===== src/rtl/uart_rx.sv =====
// uart_rx: 8N1 serial receiver with mid-bit sampling, a held data byte and sticky error flags.
// Revision: 1.0
`default_nettype none

module uart_rx #(
  parameter int unsigned DIV = 104
) (
  input  logic       clk,
  input  logic       rst,
  input  logic       rx,
  input  logic       rd,
  output logic [7:0] data,
  output logic       valid,
  output logic       frame_err,
  output logic       overrun,
  output logic       busy
);

  localparam logic [15:0] HALF_M1 = 16'(DIV / 2 - 1);
  localparam logic [15:0] FULL_M1 = 16'(DIV - 1);

  typedef enum logic [2:0] {
    S_IDLE  = 3'd0,
    S_START = 3'd1,
    S_DATA  = 3'd2,
    S_STOP  = 3'd3,
    S_BREAK = 3'd4
  } state_t;

  state_t      state, state_n;
  logic        rx_m, rx_s;
  logic [15:0] cnt, cnt_n;
  logic [2:0]  idx, idx_n;
  logic [7:0]  sh, sh_n;
  logic [7:0]  data_n;
  logic        valid_n, frame_err_n, overrun_n;
  logic        tick;

  always_ff @(posedge clk) begin
    if (rst) begin
      rx_m      <= 1'b1;
      rx_s      <= 1'b1;
      state     <= S_IDLE;
      cnt       <= '0;
      idx       <= '0;
      sh        <= '0;
      data      <= '0;
      valid     <= 1'b0;
      frame_err <= 1'b0;
      overrun   <= 1'b0;
    end else begin
      rx_m      <= rx;
      rx_s      <= rx_m;
      state     <= state_n;
      cnt       <= cnt_n;
      idx       <= idx_n;
      sh        <= sh_n;
      data      <= data_n;
      valid     <= valid_n;
      frame_err <= frame_err_n;
      overrun   <= overrun_n;
    end
  end

  assign tick = (cnt == 16'd0);
  assign busy = (state != S_IDLE);

  always_comb begin
    state_n     = state;
    cnt_n       = cnt - 16'd1;
    idx_n       = idx;
    sh_n        = sh;
    data_n      = data;
    // A read clears the flags; a same-edge delivery or framing error below overrides it.
    valid_n     = valid & ~rd;
    frame_err_n = frame_err & ~rd;
    overrun_n   = overrun & ~rd;

    case (state)
      S_IDLE: begin
        if (!rx_s) begin
          cnt_n   = HALF_M1;
          state_n = S_START;
        end
      end
      S_START: begin
        if (tick) begin
          if (!rx_s) begin
            cnt_n   = FULL_M1;
            idx_n   = 3'd0;
            state_n = S_DATA;
          end else begin
            state_n = S_IDLE;
          end
        end
      end
      S_DATA: begin
        if (tick) begin
          sh_n  = {rx_s, sh[7:1]};
          cnt_n = FULL_M1;
          if (idx == 3'd7) begin
            state_n = S_STOP;
          end else begin
            idx_n = idx + 3'd1;
          end
        end
      end
      S_STOP: begin
        if (tick) begin
          if (rx_s) begin
            data_n  = sh;
            valid_n = 1'b1;
            if (valid && !rd) begin
              overrun_n = 1'b1;
            end
            state_n = S_IDLE;
          end else begin
            frame_err_n = 1'b1;
            state_n     = S_BREAK;
          end
        end
      end
      S_BREAK: begin
        // Stay here until the line returns high so a held-low line reports only once.
        if (rx_s) begin
          state_n = S_IDLE;
        end
      end
      default: begin
        state_n = S_IDLE;
      end
    endcase
  end

endmodule

`default_nettype wire


===== config.mk =====
export PLATFORM = sky130hd
export DESIGN_NAME = uart_rx
export DESIGN_NICKNAME = d
export VERILOG_FILES = /design/src/rtl/uart_rx.sv
export SDC_FILE = /design/constraint.sdc
export NUM_CORES = 1
export LEC_CHECK = 0
export CAP_MARGIN = 20
export CORE_MARGIN = 4
export CORE_UTILIZATION = 47
export DETAILED_ROUTE_END_ITERATION = 7
export HOLD_SLACK_MARGIN = 0.15
export PLACE_DENSITY = 0.67
export REMOVE_ABC_BUFFERS = 1
export SYNTH_ARGS = -nofsm -noshare
export SYNTH_HDL_FRONTEND = slang
export SYNTH_SLANG_ARGS = --single-unit

===== constraint.sdc =====
create_clock -name clk -period 2.9 [get_ports clk]
set_input_delay 0.58 -clock clk [delete_from_list [all_inputs] [get_ports clk]]
set_output_delay 0.58 -clock clk [all_outputs]
set_load 0.005 [all_outputs]

==> results.toml, run 1 <==
[global_routing]
grt_pass1_wl_mm = 6.21
grt_max_degree = 21
antenna_found_initial = 0
grt_pass1_vias = 1370
grt.total_usage_pct = 15.4
grt_overflow = 0

[logic_synthesis]
syn_inst = 208
ys_seq_area_share_pct = 46.0
yosys.area_share.simple_pct = 26.6
yosys_warnings = 0
synth_compound_area_share_pct = 10.8
synth_area_leader_cell = "dfxtp_1"
ys_async_sr_fraction_pct = 0
syn_avg_cell_area_sq_um = 8.99
synth_xor_area_share_pct = 6.09
synth_most_common_cell = "dfxtp_1"
synth_area_leaders = "dfxtp_1 (46%), nor2_1 (5.8%), a21oi_1 (5.4%)"
synth_ff_type = "dfxtp_1"
synth_seq_cells = 43
synth.top_cell.area_share_pct = 46.0
yosys-top-cells-count = "dfxtp_1 (43), nor2_1 (29), nand2_1 (24)"
synthAdderAreaFrac_pct = 2.01
muxShareOfSynthArea_pct = 4.82
synth_edf_count = 0
syn_area_sq_um = 1870
synthDistinctLibCells = 40
synth_top_family_by_area = "simple AND/OR/NAND/NOR gates"

[routing]
dr.pass1.iters = 4
dr_total_vias = 1465
via_per_inst = 5.41
antenna_left = 0
drc = 0
drt_iter0_markers = 130
drt_wl_total_mm = 3.60
wire_per_inst_um = 13.3

[clocking]
cts_setup_buffers = 0
cts_hold_buf = 0
cts.sinks = 43
cts-root-buf = "clkbuf_8"
cts.clk_slew.worst_paths_ns = 0.07
clockBufferDepth = 2
cts_max_level = 2
clock_latency_ns = 0.30
cts_made_buffers = 5
post_cts_resized = 0
cts_tree = "built"

[sta]
max_clock_freq_mhz = 415
skew_ns = 0.00874
setup_viol = 0
slew_headroom_pct = 55.6
hold_viol_final = 0
fin_setup_tns_ns = 0
finalCritPeriodShare_pct = 83.0
finalCriticalPeriod_ns = 2.41
slew_violations = 0
tightest_slew_ns = 0.663
rsz0062_at_grt = "false"

[critical_path]
max_stage_delay_ns = 0.64
cp_slowest_cell = "nor4b_4"
crit_path_cell_trace = "or4_4 > nor4b_4 > and4_1 > nand2_1 > a21oi_1"
cp-start-kind = "flop"
arrival_ns = 2.63
required_ns = 3.12
end_kind = "flop"
r2r_cells = 5
worst-setup-path-type = "reg2reg"
worst-path-max-fanout = 13

[finish]
n_fill_cell = 347
drive_gt1_share_pct = 9.42
multi_input_area_sq_um = 941
diodes = 0
final_area_sq_um = 2130
regArea_sq_um = 861
syn2layout_area_growth_pct = 13.9
final_net_count = 229
finalNonFillerCells = 271

[min_path]
whs_path_depth = 1
min-delay-path-class = "reg2reg"

[status]
outcome = "complete, no violations"

[floorplanning]
start_util_pct = 50.0
dieArea_sq_um = 5050
io-pin-count = 16
die_w_um = 71.1
core_sq_um = 3740
die_h_um = 71.1
rows = 22

[run]
maxCapViolations = 0

[pwr]
power.density_nw_per_um2 = 693
worst_ir_drop_vdd_mv = 0.362
power.leakage_nw = 0.853

[place]
place.gp.congestion = 0.835
port_buffers = 15
post-dp-hpwl_mm = 2.66
dp.cells = 263
placed_area_sq_um = 2050
==> area by class of cell <==
class                   count  share of cell area [%]
clock buffers               6                    3.41
well taps                  48                    2.82
flip-flops and latches     43                    40.4
multi-input cells         150                    44.2
clock inverters             2                   0.587
repair buffers             17                    7.75
inverters                   5                   0.881
==> placed cells by master, fill, tap and decap left out, types with 2 or more instances in the layout <==
| cell type | instances |
|---|---|
| dfxtp_1 | 43 |
| nor2_1 | 29 |
| nand2_1 | 24 |
| a21oi_1 | 20 |
| clkdlybuf4s50_1 | 15 |
| mux2i_1 | 9 |
| nor3_1 | 9 |
| xnor2_1 | 7 |
| xor2_1 | 6 |
| inv_1 | 5 |
| clkbuf_8 | 5 |
| nor3b_1 | 4 |
| nand3_1 | 3 |
| nand4_1 | 3 |
| or2_2 | 3 |
| a41o_1 | 3 |
| ha_1 | 3 |
| nor4_1 | 2 |
| or3b_2 | 2 |
| or4_1 | 2 |
| and4_1 | 2 |
| nand2b_1 | 2 |
| o21ai_0 | 2 |
| buf_4 | 2 |
==> critical path: cells and delay by family, from the launching register on <==
family	cells	cell delay, ns
simple gates	4	1.85
compound gates	1	0.16
flops	1	0.34
==> report_power, final <==
part           leakage (nW)  switching [mW]  internal [mW]
Sequential            0.350          0.0686          0.648
Combinational         0.463           0.223          0.168
Clock                0.0412           0.200          0.168
Total                 0.853           0.492          0.985
==> metal layers <==
| layer | part of all wire [%] | GRT usage, % | up-vias |
|---|---|---|---|
| met2 | 45 | 23.6 | 39 |
| li1 | - | - | 747 |
| met5 | 0 | 0 | - |
| met4 | 1.4 | 5.85 | 0 |
| met3 | 5.4 | 3.98 | 5 |
| met1 | 48 | 20.7 | 674 |
==> flip-flops by register name (all words and copies together), names as in the netlist <==
register	count
valid	1
state	3
data	8
frame_err	1
sh	8
rx_m	1
idx	3
overrun	1
cnt	16
rx_s	1
==> cell families (layout without fill, tap and decap cells) <==
logic type / after synthesis / after routing
compound gates: 32 / 32
buf+inv: 15 / 30
simple gates: 93 / 93
flops: 43 / 43
xor+xnor: 13 / 13
mux: 9 / 9
fa+ha+maj: 3 / 3
==> per-stage QoR <==
step	worst slack, ns	utilization, %	hold WS [ns]	total power, mW
final	0.493	56.9	0.413	1.48
after global routing	0.295	56.9	0.442	1.57
after CTS	0.481	56.9	0.416	1.48
after detailed placement	0.483	54.6	0.397	1.12
after global placement	0.549	54.6	0.393	1.11
after floorplan	0.762	-	0.389	1.03
==> path summary, 6_finish.rpt <==
check / slack (ns) / startpoint / to
setup / recovery: 0.49 / cnt[6] / data[4]
hold / removal: 0.41 / rx_m / rx_s
setup reg to reg: 0.49 / cnt[6] / data[4]
hold reg to reg: 0.41 / rx_m / rx_s
Note: power is estimated with default switching activity, not from simulation.
==> run 2: changes to the inputs <==
Settings changed: PLACE_DENSITY 0.67 to 0.7.
Clock period 2.9 ns to 2 ns, I/O delays scaled along.
==> run 2 against run 1 <==
Against the previous run:
- die area unchanged
- register-to-register slack got worse by 0.47 ns
- wire length increased by 4.6%
- fmax increased by 22%
- total power increased by 69%
- sequential power increased by 42%
- final cell count increased by 9.6%
- global-route usage increased by 0.13 points
- via count increased by 6.8%
- count of clock-buffer cells in the layout decreased by 1
- first-iteration DRC count decreased by 24%
- critical path type unchanged
- highest routed layer unchanged
==> results.toml, run 2 (synthesis gave the netlist of run 1 again) <==
[clocking]
cts_tree = "built"
clockBufferDepth = 2
clock_latency_ns = 0.30
cts_max_level = 2
cts_made_buffers = 5
cts.clk_slew.worst_paths_ns = 0.08
cts.sinks = 43
cts_hold_buf = 0
cts-root-buf = "clkbuf_8"

[routing]
drt_iter0_markers = 99
via_per_inst = 5.27
antenna_left = 0
dr.pass1.iters = 4
drt_wl_total_mm = 3.77
wire_per_inst_um = 12.7
dr_total_vias = 1565
drc = 0

[place]
preCtsSetupSlack_ns = 0.00392
dp.cells = 283
placed_area_sq_um = 2220
place.gp.congestion = 0.793
port_buffers = 15
post-dp-hpwl_mm = 2.59

[pwr]
power.density_nw_per_um2 = 1040
p_total_mw = 2.50
p_switching_mw = 0.812
worst_ir_drop_vdd_mv = 0.471
power.leakage_nw = 0.998
comb_power_share_pct = 37.0
swShare_pct = 32.5
clkPwrFrac_pct = 22.2
internal_power_mw = 1.68
pwr-share-seq_pct = 40.8

[sta]
max_clock_freq_mhz = 507
setup_viol = 0
finalCritPeriodShare_pct = 98.7
slew_headroom_pct = 63.9
slew_violations = 0
fin_ws_ns = 0.0270
rsz0062_at_grt = "true"
tightest_slew_ns = 0.536
hold_viol_final = 0
skew_ns = 0.00631
finalCriticalPeriod_ns = 1.97

[finish]
final_net_count = 255
multi_input_area_sq_um = 970
final_common_cell = "dfxtp_1"
regArea_sq_um = 863
syn2layout_area_growth_pct = 28.7
diodes = 0
top_regs = "cnt x16, data x8, sh x8"
drive_gt1_share_pct = 22.5
final_area_sq_um = 2410
largest_reg_flops = 16
finalNonFillerCells = 297
top_register = "cnt"
n_fill_cell = 322
final_cell_mix = "dfxtp_1 (41), nor2_1 (29), nand2_1 (24), buf_4 (24), a21oi_1 (17)"

[critical_path]
end_kind = "flop"
cp-start-kind = "flop"
max_stage_delay_ns = 0.55
crit_start = "cnt[7]"
arrival_ns = 2.17
rr_startpoint = "cnt[7]"
crit_path_cell_trace = "or4_4 > nor4b_4 > buf_4 > clkbuf_16 > nor3b_4 > xnor2_1 > nor2_1"
worst-path-max-fanout = 6
crit_buf_inv = 2
required_ns = 2.20
cp_top_family = "simple AND/OR/NAND/NOR gates"
cp_slowest_cell = "or4_4"
worst-setup-path-type = "reg2reg"

[run]
maxCapViolations = 0

[min_path]
min-delay-path-class = "reg2reg"
hp-start = "rx_m"

[global_routing]
grt.total_usage_pct = 15.5
grt_pass1_wl_mm = 6.30
antenna_found_initial = 0
grt_overflow = 0
grt_pass1_vias = 1401
grt_max_degree = 25

[floorplanning]
die_h_um = 71.1
io-pin-count = 16
rows = 22
start_util_pct = 50.0
dieArea_sq_um = 5050
core_sq_um = 3740
die_w_um = 71.1

[status]
outcome = "complete, no violations"
==> run 2: worst reg2reg max path, delay by kind of cell, from the launching register on <==
kind                      cells  cell delay, ns
and+or+nand+nor               4            1.09
xor gates and xnor gates      1            0.14
buffers and inverters         2            0.31
DFF                           1            0.33
==> run 2: worst paths after layout <==
path,to,slack [ns],cells past startpoint
hold reg to reg,rx_s,0.43,1
setup / recovery,cnt[12],0.03,7
hold / removal,rx_s,0.43,1
setup reg to reg,cnt[12],0.03,7
==> run 2: layout make-up <==
type | instances | share of cell area, %
multi-input cells | 150 | 40.3
flip-flops and latches | 43 | 35.9
repair buffers | 43 | 16.9
clock buffers | 5 | 2.86
well taps | 48 | 2.49
clock inverters | 3 | 0.832
inverters | 5 | 0.780
==> run 2: power groups by stage <==
stage,Sequential (mW),Clock [mW],Combinational [mW]
global route,1.04,0.616,1.01
CTS,1.01,0.572,0.769
finish,1.02,0.554,0.923
floorplan,1.04,0,0.462
detailed placement,1.03,0,0.768
global placement,1.03,0,0.764
==> run 2: per-stage QoR <==
stage               TNS, ns  hold slack, ns  utilization [%]
floorplan             -2.02           0.389                -
global placement          0           0.391             59.3
detailed placement        0           0.415             59.3
CTS                       0           0.434             61.7
global route         -0.567           0.467             64.3
finish                    0           0.434             64.3
==> run 2: repair_timing <==
item                                   in CTS  in global routing
gates resized for setup                     1                  9
pin swaps                                   1                  6
setup endpoints to repair                   2                 32
buffers inserted                            0                  5
gates cloned                                0                  1
endpoints found under the hold margin       0                  0
==> run 2: layer usage <==
| layer | GRT usage (%) | vias up | wire length [um] |
|---|---|---|---|
| li1 | - | 797 | - |
| met5 | 0 | - | 0 |
| met4 | 5.64 | 0 | 58 |
| met3 | 4.26 | 6 | 162 |
| met2 | 23.9 | 36 | 1790 |
| met1 | 20.7 | 726 | 1760 |
